**config.mk**
```make
export PLATFORM = sky130hd
export DESIGN_NAME = vga_timing_decoder
export DESIGN_NICKNAME = d
export VERILOG_FILES = /design/src/rtl/vga_timing_decoder.sv
export SDC_FILE = /design/constraint.sdc
export NUM_CORES = 1
export LEC_CHECK = 0
export CAP_MARGIN = 20
export CORE_MARGIN = 2
export CORE_UTILIZATION = 40
export CTS_BUF_LIST = sky130_fd_sc_hd__clkbuf_16
export DETAILED_ROUTE_END_ITERATION = 16
export DONT_BUFFER_PORTS = 1
export GPL_TIMING_DRIVEN = 1
export SYNTH_ARGS = -nofsm -noshare
export SYNTH_HDL_FRONTEND = slang
export SYNTH_SLANG_ARGS = --single-unit
```
**constraint.sdc**
```tcl
create_clock -name clk100 -period 3.6 [get_ports clk100]
set_clock_uncertainty 0.1 [all_clocks]
set_input_delay 0.54 -clock clk100 [delete_from_list [all_inputs] [get_ports clk100]]
set_output_delay 0.54 -clock clk100 [all_outputs]
set_load 0.02 [all_outputs]
```
**src/rtl/vga_timing_decoder.sv**
```systemverilog
`default_nettype none
// ============================================================================
// Module   : vga_timing_decoder
// Brief    : Measures incoming hsync/vsync timing, declares lock and recovers
//            visible line/column. Define VGA_DEC_ERRCNT_EN to build err_count.
// Revision : 1.0 - initial release
// ============================================================================
module vga_timing_decoder #(
  parameter int CLK_PER_PIX     = 4,
  parameter int H_TOTAL         = 800,
  parameter int H_SYNC          = 96,
  parameter int H_BACK          = 48,
  parameter int H_ACTIVE        = 640,
  parameter int V_TOTAL         = 525,
  parameter int V_SYNC          = 2,
  parameter int V_BACK          = 33,
  parameter int V_ACTIVE        = 480,
  parameter int SYNC_ACTIVE_LOW = 1,
  parameter int H_TOL           = 2,
  parameter int LOCK_FRAMES     = 2
) (
  input  logic        clk100,
  input  logic        reset,
  input  logic        hsync,
  input  logic        vsync,
  output logic        locked,
  output logic        lock_lost,
  output logic [15:0] h_period,
  output logic [11:0] v_lines,
  output logic [11:0] line,
  output logic [11:0] column,
  output logic        pixel_valid,
  output logic [15:0] err_count
);

  localparam int PRE_W = (CLK_PER_PIX > 1) ? $clog2(CLK_PER_PIX) : 1;
  localparam logic [PRE_W-1:0] PRE_LAST = PRE_W'(CLK_PER_PIX - 1);
  localparam logic [15:0] H_NOM_C   = 16'(H_TOTAL * CLK_PER_PIX);
  localparam logic [15:0] H_TOL_C   = 16'(H_TOL);
  localparam logic [15:0] TIMEOUT_C = 16'(2 * H_TOTAL * CLK_PER_PIX);
  localparam logic [11:0] V_TOTAL_C = 12'(V_TOTAL);
  localparam logic [11:0] H_START_C = 12'(H_SYNC + H_BACK);
  localparam logic [11:0] H_END_C   = 12'(H_SYNC + H_BACK + H_ACTIVE);
  // Edge count of the first visible line: the line starting at vsync counts as 1.
  localparam logic [11:0] V_START_C = 12'(V_SYNC + V_BACK + 1);
  localparam logic [11:0] V_END_C   = 12'(V_SYNC + V_BACK + 1 + V_ACTIVE);
  localparam logic [7:0]  LOCK_C    = 8'(LOCK_FRAMES);

  typedef enum logic [1:0] {S_SEARCH, S_MEASURE, S_LOCKED} state_t;

  logic [2:0]       hs_sync_q, vs_sync_q;
  logic             hs_edge_q, vs_edge_q;
  logic             hs_lead, vs_lead;
  logic [15:0]      h_cnt_q, h_cnt_d, h_period_q, h_period_d, h_diff;
  logic             h_seen_q, h_seen_d;
  logic             frame_bad_q, frame_bad_d;
  logic [11:0]      v_cnt_q, v_cnt_d, v_lines_q, v_lines_d;
  logic [PRE_W-1:0] pre_q, pre_d;
  logic [11:0]      pix_q, pix_d;
  state_t           state_q, state_d;
  logic [7:0]       good_q, good_d;
  logic             locked_q, locked_d, lock_lost_q, lock_lost_d;
  logic             line_bad, frame_good, timeout, pix_in, row_in;

  assign hs_lead = (SYNC_ACTIVE_LOW != 0) ? (~hs_sync_q[1] & hs_sync_q[2])
                                          : (hs_sync_q[1] & ~hs_sync_q[2]);
  assign vs_lead = (SYNC_ACTIVE_LOW != 0) ? (~vs_sync_q[1] & vs_sync_q[2])
                                          : (vs_sync_q[1] & ~vs_sync_q[2]);

  // The first hsync edge after reset/timeout has no valid reference, so skip its check.
  assign h_diff     = (h_cnt_q > H_NOM_C) ? (h_cnt_q - H_NOM_C) : (H_NOM_C - h_cnt_q);
  assign line_bad   = hs_edge_q && h_seen_q && (h_diff > H_TOL_C);
  assign frame_good = (v_cnt_q == V_TOTAL_C) && !frame_bad_q;
  assign timeout    = !hs_edge_q && (h_cnt_q == TIMEOUT_C);

  always_comb begin
    h_cnt_d     = h_cnt_q;
    h_period_d  = h_period_q;
    h_seen_d    = h_seen_q;
    frame_bad_d = frame_bad_q;
    v_cnt_d     = v_cnt_q;
    v_lines_d   = v_lines_q;
    pre_d       = pre_q;
    pix_d       = pix_q;
    state_d     = state_q;
    good_d      = good_q;

    if (hs_edge_q) begin
      h_cnt_d    = 16'd1;
      h_period_d = h_cnt_q;
      h_seen_d   = 1'b1;
      pre_d      = '0;
      pix_d      = '0;
    end else begin
      if (h_cnt_q != 16'hFFFF) h_cnt_d = h_cnt_q + 16'd1;
      if (pre_q == PRE_LAST) begin
        pre_d = '0;
        if (pix_q != 12'hFFF) pix_d = pix_q + 12'd1;
      end else begin
        pre_d = pre_q + PRE_W'(1);
      end
    end

    // A coincident hsync edge belongs to the frame that starts at this vsync.
    if (vs_edge_q) begin
      v_lines_d   = v_cnt_q;
      v_cnt_d     = hs_edge_q ? 12'd1 : 12'd0;
      frame_bad_d = line_bad;
    end else begin
      if (hs_edge_q && v_cnt_q != 12'hFFF) v_cnt_d = v_cnt_q + 12'd1;
      if (line_bad) frame_bad_d = 1'b1;
    end

    case (state_q)
      S_SEARCH: begin
        if (vs_edge_q) begin
          state_d = S_MEASURE;
          good_d  = 8'd0;
        end
      end
      S_MEASURE: begin
        if (vs_edge_q) begin
          if (frame_good) begin
            good_d = good_q + 8'd1;
            if (good_q + 8'd1 >= LOCK_C) state_d = S_LOCKED;
          end else begin
            good_d = 8'd0;
          end
        end
      end
      S_LOCKED: begin
        if (vs_edge_q && !frame_good) begin
          state_d = S_MEASURE;
          good_d  = 8'd0;
        end
      end
      default: state_d = S_SEARCH;
    endcase

    if (timeout) begin
      state_d  = S_SEARCH;
      good_d   = 8'd0;
      h_seen_d = 1'b0;
    end

    locked_d    = (state_d == S_LOCKED);
    lock_lost_d = (state_q == S_LOCKED) && (state_d != S_LOCKED);
  end

  always_ff @(posedge clk100 or posedge reset) begin
    if (reset) begin
      hs_sync_q   <= '0;
      vs_sync_q   <= '0;
      hs_edge_q   <= 1'b0;
      vs_edge_q   <= 1'b0;
      h_cnt_q     <= '0;
      h_period_q  <= '0;
      h_seen_q    <= 1'b0;
      frame_bad_q <= 1'b0;
      v_cnt_q     <= '0;
      v_lines_q   <= '0;
      pre_q       <= '0;
      pix_q       <= '0;
      state_q     <= S_SEARCH;
      good_q      <= '0;
      locked_q    <= 1'b0;
      lock_lost_q <= 1'b0;
    end else begin
      hs_sync_q   <= {hs_sync_q[1:0], hsync};
      vs_sync_q   <= {vs_sync_q[1:0], vsync};
      hs_edge_q   <= hs_lead;
      vs_edge_q   <= vs_lead;
      h_cnt_q     <= h_cnt_d;
      h_period_q  <= h_period_d;
      h_seen_q    <= h_seen_d;
      frame_bad_q <= frame_bad_d;
      v_cnt_q     <= v_cnt_d;
      v_lines_q   <= v_lines_d;
      pre_q       <= pre_d;
      pix_q       <= pix_d;
      state_q     <= state_d;
      good_q      <= good_d;
      locked_q    <= locked_d;
      lock_lost_q <= lock_lost_d;
    end
  end

  always_comb begin
    pix_in      = (pix_q >= H_START_C) && (pix_q < H_END_C);
    row_in      = (v_cnt_q >= V_START_C) && (v_cnt_q < V_END_C);
    pixel_valid = locked_q && pix_in && row_in;
    column      = pixel_valid ? (pix_q - H_START_C) : 12'd0;
    line        = pixel_valid ? (v_cnt_q - V_START_C) : 12'd0;
  end

  assign locked    = locked_q;
  assign lock_lost = lock_lost_q;
  assign h_period  = h_period_q;
  assign v_lines   = v_lines_q;

`ifdef VGA_DEC_ERRCNT_EN
  logic [15:0] err_q;
  logic        eval_bad;

  assign eval_bad = vs_edge_q && !frame_good && (state_q != S_SEARCH);

  always_ff @(posedge clk100 or posedge reset) begin
    if (reset) begin
      err_q <= '0;
    end else if ((eval_bad || timeout) && (err_q != 16'hFFFF)) begin
      err_q <= err_q + 16'd1;
    end
  end

  assign err_count = err_q;
`else
  assign err_count = 16'd0;
`endif

endmodule
`default_nettype wire

```
==> run metrics <==
top cells by area, synth dfrtp_1 (42%), nor2_1 (6.2%), mux2_2 (6.0%); hold crit path type input port to register; leakage power 2.699 nW; Worst path max stage delay 600 ps; synthesized area 5485 um^2; Routed WL per cell 14.95 um; Sw Share 27.93%; final WL 11.39 mm; final instance area 5973 um^2; critical path depth in cells 6; vias in the first global route 3951; Ys Warns 0; GRT Util Overall 16.87%; Inserted Diodes 0; CTS Sinks 92; critical path data arrival time 2670 ps; RD Place Congestion 0.8588; Int Power 1.841 mW; RSZ-0062 raised after global routing no; Async S/R FF share, synth 100.0%; actual slew at the worst max-slew pin 743.3 ps; htree depth 3; number of fill cells 1256; status complete, no violations; Buf/Inv on CP 2; syn_area_per_cell 9.425 um^2; Final WS setup 292.7 ps; FF-to-FF setup slack 910 ps; Final Hold Viols 0; CP endpoint kind output pin; register area 2303 um^2; Reg2Reg Launch Point h_cnt_q[7]; Synth cell types 68; CP max stage cell or4_4; Total Neg Setup Slack 0 ps; cts hold-fix bufs 1; R2R Path End frame_bad_q; initial antenna violation count 0; gr ovfl total 0; Via density 5.357; DRC 0; fin crit period 3307 ps; max_cap viols 0; final setup fails 0; Die Span X 121.1 um; Post-CTS Resized 0; Final period util 91.87%; power density over the cells 427.6 nW/um^2; first-pass GRT wire length 19.82 mm; Worst Setup Start Kind register; Multi-input gate area 2833 um^2; Bufs on Longest Clock Path 2; Combinational Power Share 12.5%; antenna-violating nets left 0; Final Max Slew Viols 0; Die ar. 14670 um^2; post-synthesis sequential area ratio 41.97%; critical path data required time 2960 ps; Power Total 2.554 mW; reg2reg path depth 8; via count 4082; CTS root buffer clkbuf_16; Placed Area 5647 um^2; CP max FO 18; crit path capture line[5]; switching power 713.2 uW; row count 42; Area Growth Syn to Fin 8.896%; VDD IR-drop max 0.3882 mV; Skew-Pair Late Insertion Delay 350 ps; fmax 0.3024 GHz; critical path, cell by cell or4_4 -> o21ai_0 -> nand4b_1 -> buf_4 -> nor3_1 -> buf_4; largest net degree at the start of global routing 35; Port Buf Inserts 0; clock power share 39.2%; Starting Density 41.26%; largest area contributor in the netlist dfrtp_1; DP Worst Slack 667.2 ps; WS Path Type register to output pin; cell mode on critical path buf_4; CTS tree built; post-synthesis register bit count 92; Post-synth EDFFs 0; postcts setup bufs 0; Slew headroom 49.91%; ys flop type dfrtp_1; # IOs 75; Cells after Synth 582; layout cells sized above 1 14.68%; TritonCTS Buffers 9; initial drt markers 210; family with the most delay on the worst path simple AND/OR/NAND/NOR gates; Yosys top cell area share 41.97%; Final Core Density 44.93%; final net count 606; CP startpoint v_cnt_q[5]; post-DP HPWL 8.032 mm; Sequential Power Share 48.3%; Pre-Repair DR Iteration Count 4; Die Span Y 121.1 um; Core ar. 13300 um^2; clock-pin slew on the worst setup and hold paths 60 ps
-- metrics by stage --
stage	hold WS [ps]	std cells
floorplan	231.2	597
global placement	234.8	745
detailed placement	237.9	745
CTS	102.4	762
global route	99.29	762
finish	117.6	762
-- kinds of logic after synthesis --
logic type | share of synthesized area, %
adders and majority gates | 4.790
DFF | 41.97
AOI/OAI and AO/OA | 11.04
xor gates and xnor gates | 7.185
and+or+nand+nor | 20.67
buffers and inverters | 7.413
muxes | 6.866
other | 0.06837
-- routing by layer --
layer	track usage [%]	up-vias	part of all wire (%)
li1	-	1982	-
met1	22.40	1971	46
met2	27.11	118	47
met3	3.524	11	5.5
met4	6.323	0	1.4
met5	0	-	0
-- flip-flops by register name, indices dropped and copies added (netlist names), 2 cells and up --
name,count
state_q,2
v_cnt_q,12
vs_sync_q,3
pix_q,12
pre_q,2
hs_sync_q,3
h_period,16
good_q,8
h_cnt_q,16
v_lines,12
-- layout make-up --
| class | count | area share, % |
|---|---|---|
| multi-input cells | 428 | 47.42 |
| flip-flops and latches | 92 | 38.56 |
| clock buffers | 9 | 3.770 |
| repair buffers | 29 | 3.687 |
| well taps | 176 | 3.687 |
| clock inverters | 7 | 1.529 |
| inverters | 21 | 1.341 |
-- synth_stat cells (2+ instances only) --
cell type and n:
dfrtp_1 92, nor2_1 91, xnor2_1 31, mux2_2 29, nand2_1 25, nand3_1 23
o21ai_0 22, ha_1 21, inv_1 21, clkbuf_1 20, a21oi_1 18, buf_4 17
xor2_1 14, buf_2 13, nand2b_1 12, nor3_1 11, nand4_1 10, nor4_1 9
and3_1 8, nor2b_1 7, a211oi_1 6, and2_1 5, buf_6 5, mux2i_1 5
o21ai_1 4, o31ai_1 4, or3_1 4, a31oi_1 3, nor4b_1 3, o211ai_1 3
or4_1 3, a2111oi_0 2, a31o_2 2, a41oi_1 2, nand3b_1 2, nand4b_1 2
o41ai_1 2
-- worst register-to-register path, cell delays in order (launching register included) --
cell and delay (ps):
dfrtp_1 510, inv_1 280, ha_1 230, nand2b_1 120
a2111oi_0 470, o221a_2 250, nand4_1 100, nor4b_1 360
a31oi_1 120
-- cell usage in the layout, fill, tap and decap left out, types with 4 or more instances in the layout --
| cell type | synthesis | final |
|---|---|---|
| nand2b_1 | 12 | 12 |
| o21ai_1 | 4 | 4 |
| nand2_1 | 25 | 25 |
| a21oi_1 | 18 | 18 |
| a211oi_1 | 6 | 6 |
| o21ai_0 | 22 | 22 |
| clkbuf_16 | 0 | 9 |
| mux2_2 | 29 | 29 |
| nor4_1 | 9 | 9 |
| nor3_1 | 11 | 11 |
| nor2b_1 | 7 | 7 |
| or3_1 | 4 | 4 |
| ha_1 | 21 | 21 |
| and3_1 | 8 | 8 |
| buf_4 | 17 | 28 |
| nor2_1 | 91 | 91 |
| and2_1 | 5 | 5 |
| o31ai_1 | 4 | 4 |
| xnor2_1 | 31 | 31 |
| dfrtp_1 | 92 | 91 |
| nand3_1 | 23 | 23 |
| inv_1 | 21 | 22 |
| conb_1 | 1 | 16 |
| xor2_1 | 14 | 14 |
| nand4_1 | 10 | 10 |
| mux2i_1 | 5 | 5 |
-- worst min path at each step --
stage                  from      endpoint  slack [ps]  depth (start not counted)
6_report              vsync  vs_sync_q[0]         120                          0
5_1_grt               vsync  vs_sync_q[0]         100                          0
4_1_cts               vsync  vs_sync_q[0]         100                          0
3_3_place_gp   vs_sync_q[0]  vs_sync_q[1]         230                          0
2_1_floorplan  hs_sync_q[0]  hs_sync_q[1]         230                          0
3_5_place_dp   hs_sync_q[0]  hs_sync_q[1]         240                          0
-- power by group through the flow --
stage	clock [mW]	combinational, mW	sequential, mW
2_1_floorplan	0	0.301	1.20
3_3_place_gp	0	0.314	1.25
3_5_place_dp	0	0.320	1.25
4_1_cts	1.04	0.323	1.23
5_1_grt	1.08	0.373	1.25
6_report	1.00	0.320	1.23
Note: power is estimated with default switching activity, not from simulation.
